$ cat config.mk
export PLATFORM = sky130hd
export DESIGN_NAME = block_quantizer_flat
export DESIGN_NICKNAME = d
export VERILOG_FILES = /design/src/rtl/block_quantizer_if.sv /design/src/rtl/block_quantizer.sv /design/src/flat_wrapper.sv
export SDC_FILE = /design/constraint.sdc
export NUM_CORES = 1
export LEC_CHECK = 0
export ABC_AREA = 0
export CORE_UTILIZATION = 40
export CTS_CLUSTER_SIZE = 40
export DETAILED_ROUTE_END_ITERATION = 16
export GPL_TIMING_DRIVEN = 0
export PLACE_DENSITY = 0.73
export SLEW_MARGIN = 20
export SYNTH_ARGS = -nofsm -noshare
export SYNTH_HDL_FRONTEND = slang
export SYNTH_SLANG_ARGS = --single-unit
$ cat constraint.sdc
create_clock -name clk -period 20 [get_ports clk]
set_clock_uncertainty 0.05 [all_clocks]
set_input_delay 4 -clock clk [delete_from_list [all_inputs] [get_ports clk]]
set_output_delay 4 -clock clk [all_outputs]
set_load 0.02 [all_outputs]
$ cat src/rtl/block_quantizer_if.sv
// Handshake bundle for block_quantizer: group capture in, quantized stream out.
// Ports: start/in_flat/out_ready (master->slave), busy/out_valid/out_data/out_shift/out_last (slave->master).
interface block_quantizer_if #(
  parameter int LENGTH = 16,
  parameter int IN_W   = 16,
  parameter int OUT_W  = 8
);
  localparam int SW = $clog2(IN_W + 1);

  logic                     start;
  logic [LENGTH*IN_W-1:0]   in_flat;
  logic                     busy;
  logic                     out_valid;
  logic                     out_ready;
  logic [OUT_W-1:0]         out_data;
  logic [SW-1:0]            out_shift;
  logic                     out_last;

  modport master (
    output start, in_flat, out_ready,
    input  busy, out_valid, out_data, out_shift, out_last
  );

  modport slave (
    input  start, in_flat, out_ready,
    output busy, out_valid, out_data, out_shift, out_last
  );
endinterface

$ cat src/rtl/block_quantizer.sv
// Block floating-point quantizer: snapshot a group, find max |x|, shared shift, stream saturated values.
// Ports: clk, rst (sync, active-high), bus (block_quantizer_if.slave). Option: QUANT_ROUND_EN = round half up.
module block_quantizer #(
  parameter int LENGTH = 16,
  parameter int IN_W   = 16,
  parameter int OUT_W  = 8
) (
  input  logic               clk,
  input  logic               rst,
  block_quantizer_if.slave   bus
);
  localparam int SW    = $clog2(IN_W + 1);
  localparam int IW    = (LENGTH > 1) ? $clog2(LENGTH) : 1;
  localparam int QW    = IN_W + 1;
  localparam int QMAXI = 2 ** (OUT_W - 1) - 1;
  localparam logic signed [QW-1:0] QMAX = QW'(QMAXI);
  localparam logic signed [QW-1:0] QMIN = -QMAX;
  localparam logic [IW-1:0] LAST = IW'(LENGTH - 1);

  typedef enum logic [1:0] {IDLE, SCAN, CALC, EMIT} state_t;

  state_t                  state;
  logic signed [IN_W-1:0]  xr [LENGTH];
  logic [IW-1:0]           idx;
  logic [IW-1:0]           nidx;
  logic [IN_W-1:0]         maxabs;
  logic [IN_W-1:0]         absx;
  logic [SW-1:0]           blen;
  logic [SW-1:0]           shift_c;
  logic [SW-1:0]           sh_sel;
  logic signed [IN_W-1:0]  x_sel;
  logic signed [QW-1:0]    xe;
  logic signed [QW-1:0]    ys;
  logic [OUT_W-1:0]        q;
`ifdef QUANT_ROUND_EN
  logic signed [QW-1:0]    rnd;
`endif

  logic                    busy_r;
  logic                    valid_r;
  logic                    last_r;
  logic [OUT_W-1:0]        data_r;
  logic [SW-1:0]           shift_r;

  assign bus.busy      = busy_r;
  assign bus.out_valid = valid_r;
  assign bus.out_last  = last_r;
  assign bus.out_data  = data_r;
  assign bus.out_shift = shift_r;

  // Unsigned magnitude; -2^(IN_W-1) maps to 2^(IN_W-1) without overflow.
  assign absx = xr[idx][IN_W-1] ? (~xr[idx] + IN_W'(1)) : xr[idx];

  always_comb begin
    blen = '0;
    for (int i = 0; i < IN_W; i++) begin
      if (maxabs[i]) blen = SW'(i + 1);
    end
  end

  assign shift_c = (blen > SW'(OUT_W - 1)) ? blen - SW'(OUT_W - 1) : '0;
  assign nidx    = (idx == LAST) ? '0 : idx + IW'(1);

  // One quantizer: CALC preloads element 0 with the fresh shift,
  // EMIT preloads the next element with the latched shift.
  assign x_sel  = (state == CALC) ? xr[0] : xr[nidx];
  assign sh_sel = (state == CALC) ? shift_c : shift_r;

  always_comb begin
    xe = {x_sel[IN_W-1], x_sel};
`ifdef QUANT_ROUND_EN
    rnd = (sh_sel == '0) ? '0 : (QW'(1) <<< (sh_sel - SW'(1)));
    xe  = xe + rnd;
`endif
    ys = xe >>> sh_sel;
    if (ys > QMAX)      q = QMAX[OUT_W-1:0];
    else if (ys < QMIN) q = QMIN[OUT_W-1:0];
    else                q = ys[OUT_W-1:0];
  end

  always_ff @(posedge clk) begin
    if (rst) begin
      state   <= IDLE;
      idx     <= '0;
      maxabs  <= '0;
      busy_r  <= 1'b0;
      valid_r <= 1'b0;
      last_r  <= 1'b0;
      data_r  <= '0;
      shift_r <= '0;
      for (int i = 0; i < LENGTH; i++) xr[i] <= '0;
    end else begin
      unique case (state)
        IDLE: begin
          if (bus.start) begin
            for (int i = 0; i < LENGTH; i++)
              xr[i] <= bus.in_flat[i*IN_W +: IN_W];
            idx    <= '0;
            maxabs <= '0;
            busy_r <= 1'b1;
            state  <= SCAN;
          end
        end
        SCAN: begin
          if (absx > maxabs) maxabs <= absx;
          idx <= nidx;
          if (idx == LAST) state <= CALC;
        end
        CALC: begin
          shift_r <= shift_c;
          data_r  <= q;
          valid_r <= 1'b1;
          last_r  <= (LAST == '0);
          idx     <= '0;
          state   <= EMIT;
        end
        EMIT: begin
          if (bus.out_ready) begin
            if (last_r) begin
              valid_r <= 1'b0;
              last_r  <= 1'b0;
              busy_r  <= 1'b0;
              state   <= IDLE;
            end else begin
              idx    <= nidx;
              data_r <= q;
              last_r <= (nidx == LAST);
            end
          end
        end
        default: state <= IDLE;
      endcase
    end
  end
endmodule

$ cat src/flat_wrapper.sv
// flat-port wrapper written by rule: the top's interface ports become plain ports
module block_quantizer_flat 
#(
  parameter int LENGTH = 16,
  parameter int IN_W   = 16,
  parameter int OUT_W  = 8
)
  (clk, rst, bus_start, bus_in_flat, bus_out_ready, bus_busy, bus_out_valid, bus_out_data, bus_out_shift, bus_out_last);
  block_quantizer_if #(.LENGTH(LENGTH), .IN_W(IN_W), .OUT_W(OUT_W)) bus_i ();
  input  logic clk;
  input  logic rst;
  input wire logic [$bits(bus_i.start)-1:0] bus_start;
  input wire logic [$bits(bus_i.in_flat)-1:0] bus_in_flat;
  input wire logic [$bits(bus_i.out_ready)-1:0] bus_out_ready;
  output wire logic [$bits(bus_i.busy)-1:0] bus_busy;
  output wire logic [$bits(bus_i.out_valid)-1:0] bus_out_valid;
  output wire logic [$bits(bus_i.out_data)-1:0] bus_out_data;
  output wire logic [$bits(bus_i.out_shift)-1:0] bus_out_shift;
  output wire logic [$bits(bus_i.out_last)-1:0] bus_out_last;
  assign bus_i.start = bus_start;
  assign bus_i.in_flat = bus_in_flat;
  assign bus_i.out_ready = bus_out_ready;
  assign bus_busy = bus_i.busy;
  assign bus_out_valid = bus_i.out_valid;
  assign bus_out_data = bus_i.out_data;
  assign bus_out_shift = bus_i.out_shift;
  assign bus_out_last = bus_i.out_last;
  block_quantizer #(.LENGTH(LENGTH), .IN_W(IN_W), .OUT_W(OUT_W)) u_core (.clk(clk), .rst(rst), .bus(bus_i));
endmodule
==> results of run 1 <==
[registers in the layout (all words and copies together) (netlist names), named ones only]
register,count
u_core.bus.busy,1
u_core.bus.out_data,8
u_core.bus.out_last,1
u_core.bus.out_shift,5
u_core.bus.out_valid,1
u_core.idx,4
u_core.maxabs,16
u_core.state,2
u_core.xr,256
[area by class of cell]
cell class	instances	area share
timing repair buffer	280	0.1282
clock inverter	15	0.005357
sequential	298	0.3804
clock buffer	47	0.04152
inverter	31	0.005190
buffer	111	0.02154
multi-input combinational	1099	0.3852
tap	585	0.03265
[synth_stat cells (all sizes together), types with 4 or more instances]
library cell,instances
inv,29
nand2b,13
o311ai,4
a211o,4
dfxtp,42
o31ai,7
nand3,32
nor3,29
a311oi,7
a21oi,43
mux4,94
o2111ai,7
nor3b,5
o211ai,11
nor2,90
buf,52
nand4,7
edfxtp,256
nand2,106
nor2b,119
a22oi,23
a221oi,12
o21a,18
a211oi,12
mux2,14
ha,25
a21o,9
a2111oi,6
and2,170
clkbuf,59
nor4,8
o221ai,12
a221o,6
or3,6
a32oi,9
xnor2,14
or2,5
mux2i,39
a31oi,15
o32ai,6
and3,11
o221a,6
o21ai,43
o22ai,7
[per-stage QoR]
step,util,instance area (sq um),power [mW],setup WS (ns)
2_1_floorplan,-,17750,1.761,9.546
3_3_place_gp,0.4887,21240,2.242,6.419
3_5_place_dp,0.4917,21370,2.229,12.61
4_1_cts,0.5159,22420,2.830,12.55
5_1_grt,0.5160,22420,2.973,12.16
6_report,0.5160,22420,2.864,12.41
[final timing paths]
kind | end | from | cells past startpoint
setup / recovery | u_core.maxabs[9] | register | 23
hold / removal | u_core.bus.out_valid | u_core.bus.out_valid | 2
setup reg to reg | u_core.maxabs[9] | register | 23
hold reg to reg | u_core.bus.out_valid | u_core.bus.out_valid | 2
[critical path, stage by stage (launching register included)]
cell and delay (ns):
dfxtp_1 0.33, clkbuf_1 0.52, buf_2 0.41, buf_2 0.35
clkbuf_1 0.62, clkbuf_1 0.65, mux4_2 0.42, mux4_2 0.63
buf_1 0.27, o21ai_0 0.34, ha_1 0.31, nor2b_1 0.14
o21a_1 0.16, o21a_1 0.16, o21a_1 0.16, o21a_1 0.17
o21a_1 0.16, o21a_1 0.16, o21ai_0 0.23, a211o_1 0.21
o21a_1 0.34, clkbuf_1 0.43, a22oi_1 0.16, nor2_1 0.11
[per-layer routing]
metal | part of all wire | vias up | routed length (um) | global-route usage
met5 | 0.00030 | - | 21 | 0
met4 | 0.049 | 4 | 3369 | 0.1469
met3 | 0.11 | 183 | 7366 | 0.07545
met2 | 0.45 | 1036 | 31350 | 0.4781
met1 | 0.39 | 7363 | 26830 | 0.3962
li1 | - | 6495 | - | -
[kinds of logic (layout without fill, tap and decap cells)]
| family | after synthesis | count (layout) | share of synthesized area |
|---|---|---|---|
| xor+xnor | 15 | 15 | 0.007400 |
| mux | 147 | 147 | 0.1501 |
| fa+ha+maj | 25 | 25 | 0.01762 |
| simple gates | 616 | 616 | 0.1880 |
| buf+inv | 142 | 484 | 0.03369 |
| compound gates | 296 | 296 | 0.1228 |
| flops | 298 | 298 | 0.4803 |
[power groups by stage]
stage | Combinational (mW) | Sequential, mW | Clock [mW]
global placement | 1.25 | 0.995 | 0
CTS | 1.28 | 0.947 | 0.604
global route | 1.39 | 0.961 | 0.626
detailed placement | 1.27 | 0.957 | 0
finish | 1.31 | 0.951 | 0.603
floorplan | 0.811 | 0.950 | 0
==> impl_metrics.tcl, run 1 <==
set metrics [dict create \
    synth_area_sq_um 17750 \
    antennaDiodeCount 0 \
    synth.area.top_cells "edfxtp_1 43%, mux4_2 12%, and2_1 5.9%" \
    synth_nets 1824 \
    p_switching_mw 1.147 \
    start_util 0.4086 \
    synth_area_leader_cell "edfxtp_1" \
    insertion_delay_ns 0.56 \
    std_cell_rows 76 \
    clock_path_buffers 3 \
    synth-edff-count 256 \
    grt_pass1_wl_um 98400 \
    leakagePower_nw 8.074 \
    hold_viol_final 0 \
    clkTransAtPathRegs_ns 0.06 \
    async_reset_ff_frac 0 \
    drv_cap 0 \
    hold_class "reg -> reg" \
    drc 0 \
    cp-end-kind "register" \
    cts_tree "built" \
    antenna_found_initial 3 \
    multi_input_area_sq_um 8636 \
    ff_latch_area_sq_um 8528 \
    slew_headroom 0.2193 \
    hold_slack_ns 0.4130 \
    die_w_um 212.7 \
    dr_total_vias 15080 \
    synth.avg_cell_area_sq_um 11.54 \
    powerDensity_nw_per_um2 127.7 \
    worst_ep_arrival_time_ns 8.01 \
    drtIter0Drc 1821 \
    syn-instance-count 1539 \
    synth_warnings 0 \
    antenna_left 0 \
    grt_overflow 0 \
    synthDistinctLibCells 82 \
    final.min_clock_period_ns 7.586 \
    core_area_sq_um 43460 \
    cts-root-buf "clkbuf_16" \
    final_cell_mix "275 x clkdlybuf4s50_1, 256 x edfxtp_1, 168 x and2_1, 119 x nor2b_1, 105 x nand2_1" \
    portBuffers 275 \
    cts_sinks 298 \
    placed_cells 2404 \
    synth_seq_cells 298 \
    status "finished, final reports clean" \
    ff2ff_setup_slack_ns 12.41 \
    fillCellCount 3827 \
    io-pin-count 276 \
    dp_hpwl_um 53260 \
    pwr-share-seq 0.332 \
    clockPowerShare 0.210 \
    power_frac_comb 0.457 \
    holdBufCountCts 0 \
    postCtsSetupBuffers 0 \
    routed_wl_um 68930 \
    rsz0062_at_grt "false" \
    final_cells 2466 \
    die_area_sq_um 45230 \
    setup_violations 0 \
    syn_to_final_growth_pct 26.29 \
    gp_congestion 1.014 \
    cts_resized 0 \
    worst-setup-path-type "reg -> reg" \
    drv_slew 0 \
    ys_seq_area_frac 0.4803 \
    cts_made_buffers 35 \
    required_ns 20.43 \
    layout_commonest_cell "clkdlybuf4s50_1" \
    ys_dominant_reg_cell "edfxtp_1" \
    h-tree-depth 2 \
    path_max_fanout 10 \
    fin_nets 2141 \
    grt_pass1_vias 14780 \
    grt_max_degree 62 \
    vias_per_cell 6.116 \
    fmax_ghz 0.1318 \
    final.period_utilization 0.3793 \
    p_int_mw 1.717 \
    die_h_um 212.7 \
    timing.setup.tns_ns 0 \
    drt_pass1_iterations 5 \
    start_kind "register" \
    drive_gt1_frac 0.1180 \
    worst_pin_slew_ns 1.171 \
    routedWlPerCell_um 27.95 \
    synth_top_area_frac 0.4330 \
    vdd_drop_max_mv 0.06454 \
    swShare 0.4006 \
    grtUsageTotal 0.3052 \
]
Note: power is estimated with default switching activity, not from simulation.
==> inputs of run 2 (changes only) <==
==> constraint.sdc (replaced) <==
create_clock -name clk -period 7.4 [get_ports clk]
set_clock_uncertainty 0.05 [all_clocks]
set_input_delay 1.48 -clock clk [delete_from_list [all_inputs] [get_ports clk]]
set_output_delay 1.48 -clock clk [all_outputs]
set_load 0.02 [all_outputs]
==> impl_metrics.tcl, run 2 (synthesized netlist as in run 1, its figures left out) <==
set metrics [dict create \
    start_kind "register" \
    fin_nets 2136 \
    cp.depth 23 \
    cts_made_buffers 35 \
    setup_violations 0 \
    hold_slack_ns 0.4239 \
    drv_slew 0 \
    insertion_delay_ns 0.57 \
    die_w_um 212.7 \
    syn_to_final_growth_pct 26.09 \
    die_h_um 212.7 \
    top_register "u_core.xr" \
    portBuffers 275 \
    clock_path_buffers 3 \
    rsz0062_at_grt "false" \
    drc 0 \
    cts-root-buf "clkbuf_16" \
    largest_reg_flops 256 \
    fillCellCount 3812 \
    leakagePower_nw 8.053 \
    vdd_drop_max_mv 0.1613 \
    grt_max_degree 104 \
    routedWlPerCell_um 28.13 \
    core_area_sq_um 43460 \
    final_cells 2462 \
    worst-setup-path-type "reg -> reg" \
    min_path_cells 2 \
    worst_hold_startpoint "u_core.bus.out_valid" \
    final_cell_mix "275 x clkdlybuf4s50_1, 256 x edfxtp_1, 168 x and2_1, 119 x nor2b_1, 105 x nand2_1" \
    required_ns 7.83 \
    routed_wl_um 69250 \
    cts_sinks 298 \
    cp-end-kind "register" \
    grt_pass1_vias 15010 \
    worst_pin_slew_ns 1.100 \
    antenna_left 0 \
    design_area_sq_um 22390 \
    reg2reg_depth 23 \
    grt_pass1_wl_um 99510 \
    slew_headroom 0.2669 \
    timing.setup.tns_ns 0 \
    setup_ws_ns 0.5137 \
    drt_pass1_iterations 6 \
    die_area_sq_um 45230 \
    dr_total_vias 15300 \
    final.min_clock_period_ns 6.886 \
    worst-path-buf-inv 7 \
    worst_ep_arrival_time_ns 7.32 \
    grtUsageTotal 0.3071 \
    start_util 0.4086 \
    cts_tree "built" \
    reg2reg_to "u_core.maxabs[14]" \
    drv_cap 0 \
    io-pin-count 276 \
    placed_cells 2401 \
    clkTransAtPathRegs_ns 0.07 \
    cts_resized 0 \
    gp_congestion 0.9974 \
    dp_hpwl_um 52820 \
    std_cell_rows 76 \
    holdBufCountCts 0 \
    layout_commonest_cell "clkdlybuf4s50_1" \
    crit_chain "buf_6 > buf_6 > buf_2 > buf_2 > buf_2 > mux4_2 > mux4_2 > buf_1 > o21ai_0 > ha_1 > nor2b_1 > o21a_1 > o21a_1 > o21a_1 > o21a_1 > o21a_1 > o21a_1 > o21ai_0 > a211o_1 > o21a_1 > clkbuf_1 > a22oi_1 > nor2_1" \
    antenna_found_initial 3 \
    crit_path_max_incr_delay_ns 0.64 \
    crit_family "buffers and inverters" \
    cpMostUsedCell "o21a_1" \
    placed_area_sq_um 21310 \
    drtIter0Drc 1968 \
    fin_util 0.5151 \
    path_max_fanout 10 \
    h-tree-depth 2 \
    slowest_stage "mux4_2" \
    holdPathEnd "u_core.bus.out_valid" \
    ff2ff_setup_slack_ns 0.51 \
    vias_per_cell 6.212 \
    status "finished, final reports clean" \
    powerDensity_nw_per_um2 347.3 \
    report.power.total_mw 7.776 \
    antennaDiodeCount 0 \
    drive_gt1_frac 0.1209 \
    fmax_ghz 0.1452 \
    place_ws_ns -0.1616 \
    hold_viol_final 0 \
    final.period_utilization 0.9306 \
    hold_class "reg -> reg" \
    grt_overflow 0 \
]
run 2: cell count changes in the layout (fill, tap and decap cells not counted), sizes merged:
cell	delta
clkbuf	-7
clkinv	+1
inv	+2
clkinvlp	+3
buf	-3
run 2: worst max-delay path by stage:
| stage | start | to | slack (ns) |
|---|---|---|---|
| 6_report | register | u_core.maxabs[14] | 0.51 |
| 2_1_floorplan | register | u_core.maxabs[10] | 1.86 |
| 4_1_cts | register | u_core.maxabs[14] | 0.28 |
| 3_5_place_dp | register | u_core.maxabs[9] | -0.16 |
| 3_3_place_gp | rst | u_core.xr[10][12] | -0.25 |
| 5_1_grt | register | u_core.maxabs[8] | 0.02 |
run 2: cell type report:
| cell class | instances | area [sq um] | area share |
|---|---|---|---|
| buffer | 109 | 475.5 | 0.02124 |
| clock buffer | 42 | 923.4 | 0.04125 |
| clock inverter | 21 | 158.9 | 0.007098 |
| inverter | 31 | 116.4 | 0.005198 |
| multi-input combinational | 1099 | 8645 | 0.3861 |
| sequential | 298 | 8528 | 0.3810 |
| tap | 585 | 732.0 | 0.03270 |
| timing repair buffer | 277 | 2808 | 0.1254 |
run 2: power by group:
group / switching (mW) / internal (mW) / total (mW)
logic: 2.13 / 1.40 / 3.53
registers: 0.281 / 2.30 / 2.58
clock network: 0.729 / 0.935 / 1.66
run 2: per-layer routing:
layer,part of all wire,vias up,track usage
met1,0.39,7473,0.4063
met3,0.11,204,0.07295
met2,0.44,1133,0.4692
met4,0.053,0,0.1593
li1,-,6485,-
met5,0,-,0
run 2: timing repair:
action / in CTS / in global routing
endpoints found under the setup margin: 10 / 10
buffers inserted: 0 / 0
endpoints found under the hold margin: 0 / 0
run 2: worst register-to-register path, cell delays in order, from the launching register on:
cell,delay [ns]
dfxtp_1,0.33
buf_6,0.19
buf_6,0.23
buf_2,0.40
buf_2,0.49
buf_2,0.47
mux4_2,0.57
mux4_2,0.64
buf_1,0.28
o21ai_0,0.39
ha_1,0.32
nor2b_1,0.13
o21a_1,0.16
o21a_1,0.17
o21a_1,0.16
o21a_1,0.16
o21a_1,0.16
o21a_1,0.16
o21ai_0,0.17
a211o_1,0.17
o21a_1,0.30
clkbuf_1,0.42
a22oi_1,0.17
nor2_1,0.11
==> inputs of run 3 (changes only) <==
==> constraint.sdc (replaced) <==
create_clock -name clk -period 8.63 [get_ports clk]
set_clock_uncertainty 0.05 [all_clocks]
set_input_delay 1.726 -clock clk [delete_from_list [all_inputs] [get_ports clk]]
set_output_delay 1.726 -clock clk [all_outputs]
set_load 0.02 [all_outputs]
==> results of run 3 <==
Same layout as run 1 (identical final DEF). Status: finished, final reports clean.
Among the figures that moved: setup slack after placement 12.61 ns -> 1.237 ns; setup slack after layout 12.41 ns -> 1.044 ns; register-to-register setup slack 12.41 ns -> 1.04 ns; total power 2.864 mW -> 6.636 mW; worst IR drop on VDD 0.06454 mV -> 0.1496 mV
==> RTL change 1, RTL diff (settings of run 2) <==
The 4 states of `state_t` get a Gray code encoding in 2 bits.
--- a/src/rtl/block_quantizer.sv
+++ b/src/rtl/block_quantizer.sv
@@ -17,7 +17,7 @@
   localparam logic signed [QW-1:0] QMIN = -QMAX;
   localparam logic [IW-1:0] LAST = IW'(LENGTH - 1);
 
-  typedef enum logic [1:0] {IDLE, SCAN, CALC, EMIT} state_t;
+  typedef enum logic [1:0] {IDLE = 2'b00, SCAN = 2'b01, CALC = 2'b11, EMIT = 2'b10} state_t;
 
   state_t                  state;
   logic signed [IN_W-1:0]  xr [LENGTH];
Function: no difference found for any inputs over 4 cycles, from zero or initial values and one cycle with rst high; so few cycles prove little.
==> RTL change 1 against run 2 <==
Design area grew 0.85%; sequential cell count is the same; setup slack lost 0.37 ns; critical path depth shrank 6; area after synthesis grew 0.36%; first-iteration DRC count grew 13%; routed wire length grew 4.9%; sequential share of layout area shrank 0.32 points; critical endpoint is now u_core.bus.out_data[5]$_SDFFE_PP0P_; largest cell class unchanged.
Power is not compared: it rests on default switching activity, and its combinational part moved more than twofold at a synthesized area within 25%.
==> RTL change 1: results (changes against run 2) <==
Status: complete, no violations (unchanged)
Largest net degree at the start of global routing: 100 (was 104)
Critical path arrival: 7.65 ns (was 7.32 ns)
CTS Buf Count: 34 (was 35)
Overall routing resource usage: 32.3% (was 30.7%)
DR vias/cell: 6.28 (was 6.21)
Number of global-route vias before repair: 15587 (was 15012)
Hold worst-path end: u_core.bus.out_data[5]$_SDFFE_PP0P_ (was u_core.bus.out_valid$_SDFFE_PP0P_)
Synth cell types: 84 (was 82)
Family with the most delay on the worst path: compound AO/OA/AOI/OAI gates (was buffers and inverters)
WL met3: 8390 microns (was 7700 microns)
Placement Cell Area: 21400 sq um (was 21300 sq um)
Crit-path max cell delay: 0.80 ns (was 0.64 ns)
Top post-synthesis cells by count: edfxtp_1 (256), and2_1 (165), nor2b_1 (115) (was edfxtp_1 (256), and2_1 (168), nor2b_1 (119))
Iteration-0 DRC count of the detailed router: 2218 (was 1968)
Initial antenna violation count: 5 (was 3)
Worst slew pin tran: 1.16 ns (was 1.10 ns)
Minimum hold slack: 0.400 ns (was 0.424 ns)
HPWL after detailed placement: 54900 microns (was 52800 microns)
R2r worst-path depth: 17 (was 23)
Xor/xnor cell area share of the yosys netlist: 0.737% (was 0.740%)
1st-pass router iterations: 8 (was 6)
Synth Area in Adders: 1.76% (about the same)
Synthesized Nets: 1838 (was 1824)
Seq/Total Area, Yosys: 47.9% (was 48.0%)
Avg Inst Size Synth: 11.5 sq um (about the same)
Leading post-synthesis cells by cell area: edfxtp_1 (43%), mux4_2 (13%), and2_1 (5.8%) (was edfxtp_1 (43%), mux4_2 (12%), and2_1 (5.9%))
Crit path to: u_core.bus.out_data[5]$_SDFFE_PP0P_ (was u_core.maxabs[14]$_SDFFE_PP0P_)
GR Util met3: 7.31% (was 7.30%)
Finished Layout Cells: 2481 (was 2462)
Worst setup margin: 0.139 ns (was 0.514 ns)
WL met1: 27600 microns (was 27100 microns)
Routing usage on met2: 49.2% (was 46.9%)
Placed insts: 2418 (was 2401)
Crit path max-delay cell type: a221oi_1 (was mux4_2)
Clock root cell: clkbuf_16 (unchanged)
Top Metal Used: met5 (was met4)
Layout net count: 2154 (was 2136)
Metal2 WL: 32500 microns (was 30700 microns)
Mux contribution to synthesized area: 15.5% (was 15.0%)
Max reg flops: 256 (unchanged)
Drt wl/cell: 29.3 microns (was 28.1 microns)
Layout cells sized above 1: 11.5% (was 12.1%)
[RTL change 1: changes by cell type after synthesis, sizes merged, moves of 8 or more]
| cell | before | now |
|---|---|---|
| nand3 | 32 | 24 |
| inv | 29 | 37 |
| mux2i | 39 | 26 |
| a21oi | 43 | 59 |
| clkbuf | 59 | 71 |
| nor3 | 29 | 19 |
| a22oi | 23 | 13 |
| o21ai | 43 | 58 |
| o21a | 18 | 6 |
| buf | 52 | 37 |
| mux2 | 14 | 22 |
| o211ai | 11 | 20 |
[RTL change 1: final cells by class]
cell class | instances | area, sq um
diodes | 4 | 10.0
repair buffers | 280 | 2840
plain buffers | 108 | 449
fillers | 3865 | 21000
flip-flops and latches | 298 | 8530
well taps | 585 | 732
multi-input cells | 1108 | 8760
inverters | 39 | 146
clock buffers | 41 | 877
clock inverters | 18 | 239
[RTL change 1: where the power goes]
part	leakage [nW]	switching, W	internal [W]
clock network	0.546	0.000711	0.00103
logic	4.38	0.000636	0.000515
registers	3.09	0.000118	0.00201
==> RTL change 2, RTL diff (settings of run 2) <==
Without the edit above. `OUT_W` is set to 8 in 3 places; all go to 10.
--- a/src/rtl/block_quantizer_if.sv
+++ b/src/rtl/block_quantizer_if.sv
@@ -3,7 +3,7 @@
 interface block_quantizer_if #(
   parameter int LENGTH = 16,
   parameter int IN_W   = 16,
-  parameter int OUT_W  = 8
+  parameter int OUT_W  = 10
 );
   localparam int SW = $clog2(IN_W + 1);
 
--- a/src/rtl/block_quantizer.sv
+++ b/src/rtl/block_quantizer.sv
@@ -3,7 +3,7 @@
 module block_quantizer #(
   parameter int LENGTH = 16,
   parameter int IN_W   = 16,
-  parameter int OUT_W  = 8
+  parameter int OUT_W  = 10
 ) (
   input  logic               clk,
   input  logic               rst,
--- a/src/flat_wrapper.sv
+++ b/src/flat_wrapper.sv
@@ -3,7 +3,7 @@
 #(
   parameter int LENGTH = 16,
   parameter int IN_W   = 16,
-  parameter int OUT_W  = 8
+  parameter int OUT_W  = 10
 )
   (clk, rst, bus_start, bus_in_flat, bus_out_ready, bus_busy, bus_out_valid, bus_out_data, bus_out_shift, bus_out_last);
   block_quantizer_if #(.LENGTH(LENGTH), .IN_W(IN_W), .OUT_W(OUT_W)) bus_i ();
Ports: changed (resized bus_out_data); port bits go from 276 to 278. The function was not compared with the original's and may differ.
==> RTL change 2 against run 2 <==
Area after synthesis up 0.69%; routed wire length down 1.6%; first-iteration DRC count down 14%; sequential share of layout area down 0.21 points; design area up 1.0%; combinational power up 27%; highest routed layer unchanged; sequential cell count up 2; power up 13%; count of clock-buffer cells in the layout unchanged; non-clock buffer count up 1; setup slack worse by 0.0046 ns.
==> RTL change 2: results (changes against run 2) <==
Placed insts: 2373 (was 2401)
Initial antenna violation count: 1 (was 3)
Placer Congestion: 0.972 (was 0.997)
Layout net count: 2103 (was 2136)
Status: complete, no violations (unchanged)
Layout cells sized above 1: 12.5% (was 12.1%)
Buffers on Ports: 277 (was 275)
Crit-path max FO: 19 (was 10)
Worst slew pin tran: 1.10 ns (about the same)
Gate power share: 51.3% (was 45.4%)
Synth Instances: 1499 (was 1539)
Peak VDD IR: 139 uV (was 161 uV)
Top post-synthesis cells by count: edfxtp_1 (256), and2_1 (166), nor2b_1 (112) (was edfxtp_1 (256), and2_1 (168), nor2b_1 (119))
Routed WL: 68100 microns (was 69300 microns)
Largest net degree at the start of global routing: 58 (was 104)
1st-pass router iterations: 8 (was 6)
Setup WS pre-CTS: 0.182 ns (was -0.162 ns)
Synth cell types: 88 (was 82)
Seq/Total Area, Yosys: 47.9% (was 48.0%)
Iteration-0 DRC count of the detailed router: 1700 (was 1968)
Overall routing resource usage: 30.1% (was 30.7%)
HPWL after detailed placement: 52100 microns (was 52800 microns)
DR vias/cell: 6.12 (was 6.21)
Lkg Pwr: 8.27 nW (was 8.05 nW)
Synthesized Nets: 1785 (was 1824)
RTL change 2: cell families after synthesis:
family          share of synthesized area, %
buf+inv                                 3.41
flops                                   47.9
simple gates                            17.8
compound gates                          11.4
xor+xnor                               0.882
mux                                     16.9
fa+ha+maj                               1.82
RTL change 2: per-layer routing:
layer  routed length, microns  track usage [%]  vias up
met5                        0                0        -
li1                         -                -     6360
met1                    25700             38.3     7315
met2                    31900             48.6     1042
met4                     3700             15.5        0
met3                     6830             6.27      186
RTL change 2: what timing repair did:
item	in CTS	in global routing
gates resized for setup	0	1
setup endpoints to repair	0	10
hold buffers	0	0
RTL change 2: through the flow:
step	hold slack [ns]	area [sq um]
floorplan	0.399	17900
global placement	0.404	21400
detailed placement	0.410	21500
CTS	0.417	22600
global route	0.440	22600
finish	0.414	22600
RTL change 2: final cells by class:
class	count	area [sq um]
repair buffers	282	2900
well taps	592	741
clock buffers	42	923
plain buffers	105	487
clock inverters	21	169
flip-flops and latches	300	8570
fillers	3907	21500
multi-input cells	1061	8710
inverters	32	120
